<file path="config.mk">
export PLATFORM = sky130hd
export DESIGN_NAME = async_fifo_write_ctrl
export DESIGN_NICKNAME = d
export VERILOG_FILES = /design/src/rtl/async_fifo_pkg.sv /design/src/rtl/graycode_decoder.sv /design/src/rtl/graycode_encoder.sv /design/src/rtl/async_fifo_write_ctrl.sv
export SDC_FILE = /design/constraint.sdc
export NUM_CORES = 1
export LEC_CHECK = 0
export CAP_MARGIN = 15
export CORE_AREA = 2 2 42 52
export CTS_CLUSTER_DIAMETER = 40
export CTS_CLUSTER_SIZE = 40
export DETAILED_ROUTE_END_ITERATION = 16
export DIE_AREA = 0 0 44 54
export PLACE_DENSITY = 0.69
export SLEW_MARGIN = 5
export SYNTH_ARGS = -nofsm -noshare
export SYNTH_HDL_FRONTEND = slang
export SYNTH_SLANG_ARGS = --single-unit
</file>
<file path="constraint.sdc">
create_clock -name clk_tx -period 2.2 [get_ports clk_tx]
set_input_delay 0.44 -clock clk_tx [delete_from_list [all_inputs] [get_ports clk_tx]]
set_output_delay 0.44 -clock clk_tx [all_outputs]
set_load 0.05 [all_outputs]
</file>
<file path="src/rtl/async_fifo_pkg.sv">
// rtl/async_fifo_pkg.sv - shared helpers for the async FIFO pointer controllers
// Purpose: Gray/binary conversion functions and depth helper, shared by the
//          write-side and read-side pointer controllers.
// Ports:   none (package)
package async_fifo_pkg;

   // Widest pointer the conversion helpers handle; callers zero-extend into
   // this width and truncate the result back to their own width.
   localparam int GRAY_MAX_W = 32;

   function automatic int depth_of(input int ptr_w);
      return 1 << ptr_w;
   endfunction

   function automatic logic [GRAY_MAX_W-1:0] bin2gray(input logic [GRAY_MAX_W-1:0] v);
      return v ^ (v >> 1);
   endfunction

   // Zero-extended upper bits decode to zero, so the prefix XOR from the top
   // stays correct for any narrower width.
   function automatic logic [GRAY_MAX_W-1:0] gray2bin(input logic [GRAY_MAX_W-1:0] v);
      logic [GRAY_MAX_W-1:0] b;
      b[GRAY_MAX_W-1] = v[GRAY_MAX_W-1];
      for (int i = GRAY_MAX_W-2; i >= 0; i--) begin
         b[i] = b[i+1] ^ v[i];
      end
      return b;
   endfunction

endpackage

</file>
<file path="src/rtl/graycode_decoder.sv">
// rtl/graycode_decoder.sv - combinational Gray-to-binary decoder
// Purpose: Gray to binary conversion, width-generic; bit i is the XOR of
//          bits width-1 down to i.
// Ports:   gray in  [width-1:0] Gray-coded value
//          bin  out [width-1:0] binary value
module graycode_decoder
   import async_fifo_pkg::*;
#(
   parameter int width = 4
) (
   input  logic [width-1:0] gray,
   output logic [width-1:0] bin
);

   assign bin = width'(gray2bin(GRAY_MAX_W'(gray)));

endmodule

</file>
<file path="src/rtl/graycode_encoder.sv">
// rtl/graycode_encoder.sv - combinational binary-to-Gray encoder
// Purpose: binary to Gray conversion, width-generic.
// Ports:   bin  in  [width-1:0] binary value
//          gray out [width-1:0] Gray-coded value
module graycode_encoder
   import async_fifo_pkg::*;
#(
   parameter int width = 4
) (
   input  logic [width-1:0] bin,
   output logic [width-1:0] gray
);

   assign gray = width'(bin2gray(GRAY_MAX_W'(bin)));

endmodule

</file>
<file path="src/rtl/async_fifo_write_ctrl.sv">
// rtl/async_fifo_write_ctrl.sv - write-side pointer controller for the async FIFO
// Purpose: generates RAM write strobe/address, the registered Gray write
//          pointer for the read-domain synchroniser, and registered full,
//          almost_full, fill level and sticky overflow flags.
// Ports:   clk_tx, rst_tx (async, active-high)      clock / reset
//          push, clr_overflow                       write request / overflow clear
//          synced_graycoded_read_pointer [PTR_W:0]  read pointer, already in clk_tx
//          write_en, write_pointer [PTR_W-1:0]      RAM write strobe / address
//          graycoded_write_pointer [PTR_W:0]        to read-domain synchroniser
//          full, almost_full, wr_level [PTR_W:0], overflow  status
module async_fifo_write_ctrl
   import async_fifo_pkg::*;
#(
   parameter int PTR_W     = 3,
   parameter int AF_THRESH = 6
) (
   input  logic             clk_tx,
   input  logic             rst_tx,
   input  logic             push,
   input  logic             clr_overflow,
   input  logic [PTR_W:0]   synced_graycoded_read_pointer,
   output logic             write_en,
   output logic [PTR_W-1:0] write_pointer,
   output logic [PTR_W:0]   graycoded_write_pointer,
   output logic             full,
   output logic             almost_full,
   output logic [PTR_W:0]   wr_level,
   output logic             overflow
);

   localparam int            CW       = PTR_W + 1;
   localparam logic [CW-1:0] DEPTH_C  = CW'(depth_of(PTR_W));
   localparam logic [CW-1:0] THRESH_C = CW'(AF_THRESH);

   logic [CW-1:0] wr_bin_q, wr_bin_d;
   logic [CW-1:0] wr_gray_q, wr_gray_d;
   logic          full_q, full_d;
   logic          almost_full_q, almost_full_d;
   logic [CW-1:0] wr_level_q, wr_level_d;
   logic          overflow_q, overflow_d;

   logic [CW-1:0] wr_gray_next;
   logic [CW-1:0] rd_bin;
   logic [CW-1:0] level_next;
   logic          accept;

   assign accept = push & ~full_q;

   graycode_encoder #(.width(CW)) u_wr_gray_enc (
      .bin  (wr_bin_d),
      .gray (wr_gray_next)
   );

   graycode_decoder #(.width(CW)) u_rd_gray_dec (
      .gray (synced_graycoded_read_pointer),
      .bin  (rd_bin)
   );

   always_comb begin
      wr_bin_d      = wr_bin_q + CW'(accept);
      wr_gray_d     = wr_gray_next;
      // Extra MSB is the lap bit, so plain modulo subtraction gives 0..DEPTH
      // across the counter wrap.
      level_next    = wr_bin_d - rd_bin;
      // Full in the Gray domain: top two bits inverted, the rest equal.
      full_d        = (wr_gray_next[PTR_W:PTR_W-1] == ~synced_graycoded_read_pointer[PTR_W:PTR_W-1])
                   && (wr_gray_next[PTR_W-2:0] == synced_graycoded_read_pointer[PTR_W-2:0]);
      almost_full_d = (level_next >= THRESH_C);
      wr_level_d    = level_next;
      // Set wins over clear when both happen in the same cycle.
      overflow_d    = (push & full_q) | (overflow_q & ~clr_overflow);
   end

   always_ff @(posedge clk_tx or posedge rst_tx) begin
      if (rst_tx) begin
         wr_bin_q      <= '0;
         wr_gray_q     <= '0;
         full_q        <= 1'b0;
         almost_full_q <= 1'b0;
         wr_level_q    <= '0;
         overflow_q    <= 1'b0;
      end else begin
         wr_bin_q      <= wr_bin_d;
         wr_gray_q     <= wr_gray_d;
         full_q        <= full_d;
         almost_full_q <= almost_full_d;
         wr_level_q    <= wr_level_d;
         overflow_q    <= overflow_d;
      end
   end

   assign write_en                = accept;
   assign write_pointer           = wr_bin_q[PTR_W-1:0];
   assign graycoded_write_pointer = wr_gray_q;
   assign full                    = full_q;
   assign almost_full             = almost_full_q;
   assign wr_level                = wr_level_q;
   assign overflow                = overflow_q;

   // A read pointer ahead of the written data, or more than DEPTH behind,
   // means the read side is broken; the counter arithmetic cannot recover it.
   a_level_legal: assert property (@(posedge clk_tx) disable iff (rst_tx) level_next <= DEPTH_C);

endmodule
</file>
Yosys cells after proc, flatten, opt, wreduce, memory -nomap -nowiden

Cells that the tools add are included.

$add $sub $neg: 2
$lt $le $gt $ge: 1
Eq/ne operators: 2
Bitwise operators: 11
Reduce and logical (&&, ||, !) cells: 1

Operators with widths:

| cell               | number |
|---|---|
| $add 4x1->4        | 1 |
| $eq 2x2->1         | 2 |
| $ge 4x3->1 const B | 1 |
| $sub 4x4->4        | 1 |
| $xor 4x3->4        | 1 |
| $and 1x1->1        | 3 |
| $xor 1x1->1        | 3 |
| $not 1->1          | 2 |
| $not 2->2          | 1 |
| $logic_and 1x1->1  | 1 |
| $or 1x1->1         | 1 |

Register bits: 15
Bits of input ports: 8
Output and inout port bits: 15

Logic depth before layout (Yosys ltp)

Gate-level depths: netlist of run 1.

Depth in word-level cells: 6
Depth in mapped cells: 9

By module

A second synthesis of run 1 with hierarchy kept.

Cell total of the unflattened synthesis: 58
Area total of the unflattened synthesis: 738.2 um2

Modules (own cells, without submodules):

| module                | times used | cells an instance | area each (um2) | seq. area each (um2) |
|---|---|---|---|---|
| async_fifo_write_ctrl | 1          | 49                | 654.4           | 375.4 |
| graycode_decoder      | 1          | 5                 | 50.0            | 0.0 |
| graycode_encoder      | 1          | 4                 | 33.8            | 0.0 |

Worst setup path before layout of run 1

OpenSTA, ideal clock, no wires.

Path type: reg2reg
From: reg full_q (netlist: full)
To: reg almost_full_q (netlist: almost_full)
Arrival time: 2.975 ns
Data required time: 2.067 ns
Setup slack: -0.907 ns
Stages on the path, launching flop included: 10
Clock period less this slack: 3.107 ns
Path through: dfrtp_1 -> nor2b_1 -> ha_1 -> ha_1 -> inv_1 -> fa_1 -> inv_1 -> and3_1 -> a31oi_1 -> o211ai_1

Cells in the longest elaborated chain, start to end: 5

RTL lines:

| what                           | RTL line                    | source |
|---|---|---|
| start, declared                | async_fifo_write_ctrl.sv:37 | `logic full_q, full_d;` |
| start signal, assigned         | async_fifo_write_ctrl.sv:85 | `full_q <= full_d;` |
| $not 1->1                      | async_fifo_write_ctrl.sv:47 | `assign accept = push & ~full_q;` |
| $and 1x1->1                    | async_fifo_write_ctrl.sv:47 |  |
| named net write_en             | async_fifo_write_ctrl.sv:22 | `output logic write_en,` |
| $add 4x1->4                    | async_fifo_write_ctrl.sv:60 | `wr_bin_d = wr_bin_q + CW'(accept);` |
| named net u_wr_gray_enc.bin[1] | graycode_encoder.sv:10      | `input logic [width-1:0] bin,` |
| $sub 4x4->4                    | async_fifo_write_ctrl.sv:64 | `level_next = wr_bin_d - rd_bin;` |
| named net level_next[1]        | async_fifo_write_ctrl.sv:44 | `logic [CW-1:0] level_next;` |
| $ge 4x3->1                     | async_fifo_write_ctrl.sv:68 | `almost_full_d = (level_next >= THRESH_C);` |
| named net almost_full_d        | async_fifo_write_ctrl.sv:38 | `logic almost_full_q, almost_full_d;` |
| end signal, assigned           | async_fifo_write_ctrl.sv:86 | `almost_full_q <= almost_full_d;` |
| end, declared                  | async_fifo_write_ctrl.sv:38 |  |

The timed path passes the listed nets, and every way through them passes these cells.

Final worst setup path of run 1

From: in push
To: reg almost_full_q (netlist: almost_full)

Cells in the longest elaborated chain, start to end: 4

RTL lines:

| what                           | RTL line                    | source |
|---|---|---|
| start, declared                | async_fifo_write_ctrl.sv:19 | `input logic push,` |
| $and 1x1->1                    | async_fifo_write_ctrl.sv:47 |  |
| $add 4x1->4                    | async_fifo_write_ctrl.sv:60 |  |
| named net u_wr_gray_enc.bin[1] | graycode_encoder.sv:10      |  |
| $sub 4x4->4                    | async_fifo_write_ctrl.sv:64 |  |
| named net level_next[1]        | async_fifo_write_ctrl.sv:44 |  |
| $ge 4x3->1                     | async_fifo_write_ctrl.sv:68 |  |
| named net almost_full_d        | async_fifo_write_ctrl.sv:38 |  |

The timed path passes the listed nets, and every way through them passes these cells.

==> results of run 1 <==
==> registers in the layout, summed over array words and instances (netlist names) <==
signal                   cells
full                         1
overflow                     1
wr_bin_q                     4
graycoded_write_pointer      3
wr_level                     4
almost_full                  1
==> through the flow <==
| step | worst slack [ns] | setup TNS [ns] |
|---|---|---|
| 6_report | 0.0807 | 0 |
| 5_1_grt | 0.000740 | 0 |
| 4_1_cts | 0.0179 | 0 |
| 3_5_place_dp | -0.578 | -1.49 |
| 3_3_place_gp | -0.536 | -1.42 |
| 2_1_floorplan | -0.149 | -0.149 |
==> final timing paths <==
kind / to / slack (ns) / startpoint / cells past startpoint
setup / recovery: almost_full$_DFF_PP0_ / 0.08 / push / 10
hold / removal: overflow$_DFF_PP0_ / 0.51 / rst_tx / 2
setup reg to reg: almost_full$_DFF_PP0_ / 0.16 / full$_DFF_PP0_ / 9
hold reg to reg: overflow$_DFF_PP0_ / 0.55 / overflow$_DFF_PP0_ / 2
max in group asynchronous: full$_DFF_PP0_ / 1.31 / rst_tx / 2
min in group clk_tx: overflow$_DFF_PP0_ / 0.53 / push / 3
==> metal layers <==
metal	vias up	GRT usage	routed length, microns
li1	283	-	-
met1	273	0.154	548
met2	17	0.287	824
met3	2	0.0302	63
met4	0	0.0606	12
met5	-	0	0
==> cells by family (layout without fill, tap and decap cells) <==
group           count (synthesis)  count (layout)
xor+xnor                       16              16
flops                          14              14
compound gates                  9               9
buf+inv                         9              51
fa+ha+maj                       6               6
simple gates                    6               6
mux                             1               1
==> cell usage after synthesis <==
master and instances:
sky130_fd_sc_hd__a211oi_1 1, sky130_fd_sc_hd__a211oi_2 1, sky130_fd_sc_hd__a21boi_0 1, sky130_fd_sc_hd__a21o_1 1
sky130_fd_sc_hd__a21oi_1 1, sky130_fd_sc_hd__a31oi_1 1, sky130_fd_sc_hd__and3_1 1, sky130_fd_sc_hd__dfrtp_1 14
sky130_fd_sc_hd__fa_1 1, sky130_fd_sc_hd__ha_1 5, sky130_fd_sc_hd__inv_1 9, sky130_fd_sc_hd__mux2i_1 1
sky130_fd_sc_hd__nand2_1 1, sky130_fd_sc_hd__nand3_1 2, sky130_fd_sc_hd__nor2b_1 1, sky130_fd_sc_hd__o211ai_1 1
sky130_fd_sc_hd__o21ai_0 1, sky130_fd_sc_hd__o22a_1 1, sky130_fd_sc_hd__or3_1 1, sky130_fd_sc_hd__xnor2_1 10
sky130_fd_sc_hd__xor2_1 5, sky130_fd_sc_hd__xor2_2 1
==> what timing repair did <==
action                     4_1_cts  5_1_grt
cloned                           0        0
setup endpoints to repair        3        1
pin swaps                        5        5
resized for setup               12        1
==> cell type report <==
class / count / area, sq um
clock buffer: 4 / 26.3
fill: 167 / 749
inverter: 9 / 33.8
multi-input combinational: 38 / 413
sequential: 14 / 352
tap: 20 / 25.0
timing repair buffer: 38 / 338
==> critical path, stage by stage <==
cell and delay, ns:
sky130_fd_sc_hd__dlygate4sd2_1 0.24, sky130_fd_sc_hd__nor2b_4 0.13, sky130_fd_sc_hd__ha_4 0.16, sky130_fd_sc_hd__ha_4 0.26, sky130_fd_sc_hd__inv_2 0.04, sky130_fd_sc_hd__fa_1 0.52
sky130_fd_sc_hd__inv_1 0.05, sky130_fd_sc_hd__and3_1 0.15, sky130_fd_sc_hd__a31oi_1 0.15, sky130_fd_sc_hd__o211ai_1 0.10
==> results.yml, run 1 <==
floorplan:
  die_height_microns: 54
  die_area_sq_um: 2380
  fp.coreArea_sq_um: 1940
  floorplan.initialDensity: 0.374
  floorplan.io_pins: 23
  fp.dieW_microns: 44
  rows: 18
logic_synthesis:
  syn_area_per_cell_sq_um: 11.9
  synthesis.instances: 61
  synth_compound_gate_area_share: 0.0933
  synth.lib_cells_used.distinct: 22
  synthTopCellsByArea: "sky130_fd_sc_hd__dfrtp_1 (48%), sky130_fd_sc_hd__xnor2_1 (12%), sky130_fd_sc_hd__ha_1 (8.6%), sky130_fd_sc_hd__xor2_1 (6.0%), sky130_fd_sc_hd__inv_1 (4.7%)"
  yosysTopAreaCell: "sky130_fd_sc_hd__dfrtp_1"
  yosys_register_bits: 14
  post_synth_fa_ha_maj_area_fraction: 0.114
  syn_nets: 75
  seq_area_frac_synth: 0.484
  fraction_of_the_mapped_netlist_area_in_simple_logic_gates: 0.0449
  synth_top_area_share: 0.484
  mappedNetlistArea_sq_um: 724
  synth.area.mux_share: 0.0138
  largest_family_of_logic_cells_by_synthesized_area: "XOR/XNOR gates"
  synth_warnings: 0
  post_synth_xor_area_fraction: 0.204
clock_tree:
  clk_pin_slew_worst_paths_ns: 0.08
  cts.repair_timing.setup_buffer_count: 0
  cts.sink_count: 14
  cts_buffer_depth: 2
  clk_root_buffer_cell: "sky130_fd_sc_hd__clkbuf_4"
  cts-buffers-inserted: 3
  clock_tree.htree_level_count: 1
  cts_tree: "done"
  cts_hold_repair.buffers: 0
  clk_latency_ns: 0.27
placed_design:
  finalWeightedCongestion: 0.832
  port-buffer-count: 22
  dp_cells: 119
  dpl.hpwl_mm: 1.18
  placedInstanceArea_sq_um: 1150
sta:
  timing.fmax_ghz: 0.472
  timing.final.crit_share: 0.963
  worstMarginPinSlew_ns: 0.528
  fin_worst_hold_slack_ns: 0.512
  finalSetupViolCount: 0
  timing.clock.skew_ns: 0.00927
  hold_violations: 0
  grt_setup_unrepaired: "false"
  final_period_minus_worst_setup_slack_ns: 2.12
  max-slew-margin-rel: 0.648
  timing_max_transition_violations_final: 0
critical_path:
  endpoint_kind: "flip-flop"
  kind_of_start_point_of_the_critical_path: "input pin"
  crit_fanout: 2
  worst-endpoint-arrival_ns: 2.25
  crit_required_ns: 2.34
  worst-setup-path-type: "in -> reg"
detailed_routing:
  remaining_drc_errors: 0
  detail_route.wl_per_cell_microns: 11.8
  wl_mm: 1.45
  drt_first_pass_iters: 4
  drt_iter0_markers: 6
  post_drt_via_cell_ratio: 4.67
  num_vias: 575
  ant_nets: 0
grt:
  via_count_of_the_first_global_routing_pass: 599
  grt_start_max_net_pins: 15
  gr-total-overflow: 0
  grt_antenna_before_repair: 0
  grtUsageTotal: 0.149
  global_route_wire_length_before_repair_mm: 2.52
run_status:
  status: "finished clean"
layout:
  finish.instance_area_sq_um: 1190
  drive_above_1_share: 0.311
  layout_common_cells: "sky130_fd_sc_hd__clkdlybuf4s50_1 (17), sky130_fd_sc_hd__buf_4 (16), sky130_fd_sc_hd__dfrtp_1 (13)"
  final_non_filler_cells: 123
  most_common_cell_after_layout_fill_and_taps_aside: "sky130_fd_sc_hd__clkdlybuf4s50_1"
  final_net_count: 118
  areaGrowthSynthToFinish_pct: 63.9
  antennaDiodeCount: 0
  finalCoreUtilization: 0.613
worst_hold_path:
  hold_path_class: "in -> async"
flow_run:
  cap_violations: 0
Power of run 1 is left out: the tool's default activity adds up to more than one toggle a clock period on the data nets, which glitch-free logic cannot reach.
==> inputs of run 2 (changes only) <==
- CORE_AREA: 2 2 42 52 -> 2 2 41 51
- CTS_BUF_LIST: default -> sky130_fd_sc_hd__clkbuf_8
- DIE_AREA: 0 0 44 54 -> 0 0 43 53
- PLACE_DENSITY: 0.69 -> 0.72
==> run 2 against run 1 <==
Global-route usage increased by 2.0 points. Count of clock-buffer cells in the layout decreased by 1. Clock skew decreased by 0.0060 ns. Die area decreased by 4.1%. Critical path depth decreased by 1. First-iteration DRC count decreased by 50%. Largest cell class unchanged. Setup slack improved by 0.014 ns. Sequential share of layout area decreased by 1.3 points. Final area increased by 4.4%.
==> results.yml, run 2 (same netlist as run 1, synthesis figures left out) <==
run_status:
  status: "finished clean"
critical_path:
  kind_of_start_point_of_the_critical_path: "input pin"
  endpoint_kind: "flip-flop"
  crit_required_ns: 2.31
  worst-setup-path-type: "in -> reg"
  crit_fanout: 2
  startpoint: "synced_graycoded_read_pointer[1]"
  worst-endpoint-arrival_ns: 2.22
  worst_r2r_startpoint: "full$_DFF_PP0_"
sta:
  timing.setup.tns_ns: 0
  max-slew-margin-rel: 0.637
  final_period_minus_worst_setup_slack_ns: 2.11
  timing.final.crit_share: 0.957
  timing.clock.skew_ns: 0.00329
  timing.fmax_ghz: 0.475
  hold_violations: 0
  worst_slack_ns: 0.0945
  worstMarginPinSlew_ns: 0.545
  grt_setup_unrepaired: "true"
  finalSetupViolCount: 0
  timing_max_transition_violations_final: 0
detailed_routing:
  drt_iter0_markers: 3
  remaining_drc_errors: 0
  post_drt_via_cell_ratio: 4.70
  ant_nets: 0
  drt_first_pass_iters: 3
  wl_mm: 1.69
  num_vias: 587
  detail_route.wl_per_cell_microns: 13.5
layout:
  areaGrowthSynthToFinish_pct: 71.2
  finish.instance_area_sq_um: 1240
  final_net_count: 121
  antennaDiodeCount: 0
  fillers: 141
  layout_common_cells: "sky130_fd_sc_hd__buf_4 (19), sky130_fd_sc_hd__clkdlybuf4s50_1 (17), sky130_fd_sc_hd__dfrtp_1 (13)"
  most_common_cell_after_layout_fill_and_taps_aside: "sky130_fd_sc_hd__buf_4"
  drive_above_1_share: 0.340
  final_non_filler_cells: 125
floorplan:
  rows: 17
  die_area_sq_um: 2280
  fp.coreArea_sq_um: 1790
  floorplan.io_pins: 23
  floorplan.initialDensity: 0.405
  fp.dieW_microns: 43
  die_height_microns: 53
grt:
  global_route_wire_length_before_repair_mm: 2.66
  gr-total-overflow: 0
  grtUsageTotal: 0.169
  grt_start_max_net_pins: 15
  grt_antenna_before_repair: 0
  via_count_of_the_first_global_routing_pass: 585
clock_tree:
  cts-buffers-inserted: 3
  clk_pin_slew_worst_paths_ns: 0.06
  cts_buffer_depth: 2
  clk_root_buffer_cell: "sky130_fd_sc_hd__clkbuf_8"
  cts_hold_repair.buffers: 0
  clk_latency_ns: 0.25
  cts_tree: "done"
  cts.sink_count: 14
  clock_tree.htree_level_count: 1
placed_design:
  placedInstanceArea_sq_um: 1140
  dpl.hpwl_mm: 1.18
  dp_cells: 117
  finalWeightedCongestion: 0.798
  pre_cts_slack_ns: -0.672
  port-buffer-count: 22
worst_hold_path:
  hold_path_class: "in -> reg"
  min_from: "push"
flow_run:
  cap_violations: 0
## run 2: cell count changes in the layout (fill, tap and decap cells not counted)
cell                            before  now
sky130_fd_sc_hd__buf_6               0    1
sky130_fd_sc_hd__clkbuf_8            0    3
sky130_fd_sc_hd__buf_4              16   19
sky130_fd_sc_hd__buf_2               2    0
sky130_fd_sc_hd__buf_8               0    1
sky130_fd_sc_hd__dlygate4sd2_1       2    1
sky130_fd_sc_hd__clkbuf_2            0    1
sky130_fd_sc_hd__clkbuf_4            3    0
sky130_fd_sc_hd__clkbuf_1            1    0
sky130_fd_sc_hd__inv_1               8    9
## run 2: layout make-up
type,instances,area (sq um),area share
flip-flops and latches,14,352,0.284
multi-input cells,38,413,0.333
repair buffers,41,373,0.301
inverters,9,33.8,0.0272
clock buffers,3,41.3,0.0333
well taps,19,23.8,0.0192
clock inverters,1,3.75,0.00303
## run 2: final timing paths
kind	slack, ns	cells past startpoint	end
setup / recovery	0.09	9	almost_full$_DFF_PP0_
hold reg to reg	0.54	2	overflow$_DFF_PP0_
hold / removal	0.43	3	overflow$_DFF_PP0_
min in group asynchronous	0.54	2	graycoded_write_pointer[2]$_DFF_PP0_
setup reg to reg	0.14	9	almost_full$_DFF_PP0_
max in group asynchronous	1.27	2	full$_DFF_PP0_
## run 2: layer usage
metal	GRT usage	vias up	wire [microns]
met2	0.301	15	920
met4	0.106	0	34
met5	0	-	0
met3	0.0205	4	70
li1	-	291	-
met1	0.190	277	665
## run 2: through the flow
| step | hold WS, ns | utilization |
|---|---|---|
| 6_report | 0.428 | 0.694 |
| 2_1_floorplan | 0.329 | - |
| 3_5_place_dp | 0.531 | 0.637 |
| 5_1_grt | 0.483 | 0.694 |
| 3_3_place_gp | 0.523 | 0.637 |
| 4_1_cts | 0.544 | 0.679 |
## run 2: timing repair
item / CTS / global route
pin swaps: 5 / 7
setup endpoints to repair: 4 / 1
gates resized for setup: 13 / 9
setup buffers: 2 / 2
## run 2: critical path, stage by stage
cell and delay (ns):
sky130_fd_sc_hd__dlygate4sd2_1 0.27, sky130_fd_sc_hd__xor2_2 0.20, sky130_fd_sc_hd__xnor2_1 0.14, sky130_fd_sc_hd__ha_2 0.18
sky130_fd_sc_hd__fa_1 0.51, sky130_fd_sc_hd__inv_1 0.06, sky130_fd_sc_hd__and3_1 0.16, sky130_fd_sc_hd__a31oi_1 0.14
sky130_fd_sc_hd__o211ai_1 0.12
Power of run 2 is left out for the same reason.
==> inputs of run 3 (changes only) <==
- CORE_AREA: 2 2 41 51 -> 2 2 45 47
- DIE_AREA: 0 0 43 53 -> 0 0 47 49
- GPL_ROUTABILITY_DRIVEN: default -> 0
- TNS_END_PERCENT: default -> 30
==> run 3 against run 2 <==
Global-route usage is 0.57 points lower. Register-to-register slack better by 0.03 ns. Largest cell class unchanged. Setup slack better by 0.014 ns.
==> results.yml, run 3 (same netlist as run 1, synthesis figures left out) <==
critical_path:
  worst-endpoint-arrival_ns: 2.21
  kind_of_start_point_of_the_critical_path: "input pin"
  worst-setup-path-type: "in -> reg"
  cells_traversed_along_the_worst_timing_path: "clkdlybuf4s50_1 > xnor2_1 > ha_2 > fa_1 > inv_1 > and3_1 > a31oi_1 > o211ai_1"
  crit_required_ns: 2.31
  endpoint_kind: "flip-flop"
  critPathMaxStageDelay_ns: 0.50
  crit_fanout: 2
  worst_path_max_delay_cell: "sky130_fd_sc_hd__fa_1"
floorplan:
  rows: 16
  fp.coreArea_sq_um: 1840
  fp.dieW_microns: 47
  floorplan.io_pins: 23
  die_area_sq_um: 2300
  die_height_microns: 49
  floorplan.initialDensity: 0.393
sta:
  timing.fmax_ghz: 0.478
  final_period_minus_worst_setup_slack_ns: 2.09
  max-slew-margin-rel: 0.643
  worstMarginPinSlew_ns: 0.535
  timing.clock.skew_ns: 0.00352
  timing.final.crit_share: 0.951
  hold_violations: 0
  timing_max_transition_violations_final: 0
  finalSetupViolCount: 0
  timing.setup.tns_ns: 0
  grt_setup_unrepaired: "false"
detailed_routing:
  wl_mm: 1.51
  ant_nets: 0
  remaining_drc_errors: 0
  num_vias: 573
  detail_route.wl_per_cell_microns: 11.4
  drt_first_pass_iters: 4
  drt_iter0_markers: 3
  post_drt_via_cell_ratio: 4.34
worst_hold_path:
  hold_path_class: "in -> reg"
clock_tree:
  clk_pin_slew_worst_paths_ns: 0.06
  cts_tree: "done"
  clk_latency_ns: 0.24
  cts-buffers-inserted: 3
  cts_buffer_depth: 2
  cts.sink_count: 14
  clk_root_buffer_cell: "sky130_fd_sc_hd__clkbuf_8"
  cts_hold_repair.buffers: 0
  clock_tree.htree_level_count: 1
grt:
  gr-total-overflow: 0
  grt_start_max_net_pins: 15
  grtUsageTotal: 0.163
  via_count_of_the_first_global_routing_pass: 566
  grt_antenna_before_repair: 0
  global_route_wire_length_before_repair_mm: 2.59
layout:
  most_common_cell_after_layout_fill_and_taps_aside: "sky130_fd_sc_hd__buf_4"
  fillers: 158
  finalCoreUtilization: 0.668
  final_net_count: 120
  drive_above_1_share: 0.324
  final_non_filler_cells: 132
  antennaDiodeCount: 0
  areaGrowthSynthToFinish_pct: 69.9
  combined_area_of_the_multi_input_logic_cells_sq_um: 413
  layout_common_cells: "sky130_fd_sc_hd__buf_4 (18), sky130_fd_sc_hd__clkdlybuf4s50_1 (17), sky130_fd_sc_hd__dfrtp_1 (13)"
  layout.area.seq_sq_um: 352
flow_run:
  cap_violations: 0
placed_design:
  port-buffer-count: 22
  dpl.hpwl_mm: 1.21
  dp_cells: 126
run_status:
  status: "finished clean"
-- run 3: cell types whose count changed in the layout (fill, tap and decap cells not counted) --
cell and delta:
sky130_fd_sc_hd__buf_2 +2, sky130_fd_sc_hd__clkbuf_2 -1, sky130_fd_sc_hd__buf_6 -1, sky130_fd_sc_hd__buf_4 -1, sky130_fd_sc_hd__buf_8 -1, sky130_fd_sc_hd__clkdlybuf4s15_1 +1
-- run 3: stage by stage --
step                area (sq um)  worst slack [ns]  hold slack, ns
floorplan                    772            -0.149           0.329
global placement            1160            -0.535           0.522
detailed placement          1160            -0.611           0.535
CTS                         1210            0.0556           0.548
global route                1230           0.00354           0.590
finish                      1230             0.108           0.520
-- run 3: timing repair --
item	CTS	global route
endpoints found under the setup margin	3	1
pin swaps	5	7
setup buffers	0	2
resized for setup	13	1
-- run 3: critical path, delay by kind of cell --
family / cells / cell delay (ns)
and+or+nand+nor: 1 / 0.16
AOI/OAI and AO/OA: 2 / 0.24
buffers and inverters: 2 / 0.52
adders and majority gates: 2 / 0.68
xor gates and xnor gates: 1 / 0.16
-- run 3: routing by layer --
metal / routed length (microns) / up-vias / GRT usage
li1: - / 285 / -
met1: 648 / 273 / 0.215
met2: 784 / 13 / 0.240
met3: 58 / 2 / 0.0444
met4: 14 / 0 / 0.0833
met5: 0 / - / 0
-- run 3: layout make-up --
cell class	count	share of cell area
multi-input combinational	38	0.335
clock inverter	1	0.00305
timing repair buffer	40	0.288
sequential	14	0.286
clock buffer	3	0.0335
inverter	9	0.0274
tap	27	0.0274
-- run 3: path summary, 6_finish.rpt --
check                                        end  depth (start not counted)                        startpoint  slack [ns]
min reg2reg                   overflow$_DFF_PP0_                          2                overflow$_DFF_PP0_        0.54
max                        almost_full$_DFF_PP0_                          8  synced_graycoded_read_pointer[0]        0.11
min in group asynchronous     overflow$_DFF_PP0_                          2                            rst_tx        0.54
max reg2reg                almost_full$_DFF_PP0_                          8                    full$_DFF_PP0_        0.17
min                           overflow$_DFF_PP0_                          3                              push        0.52
max in group asynchronous         full$_DFF_PP0_                          2                            rst_tx        1.28
Power of run 3 is left out for the same reason.
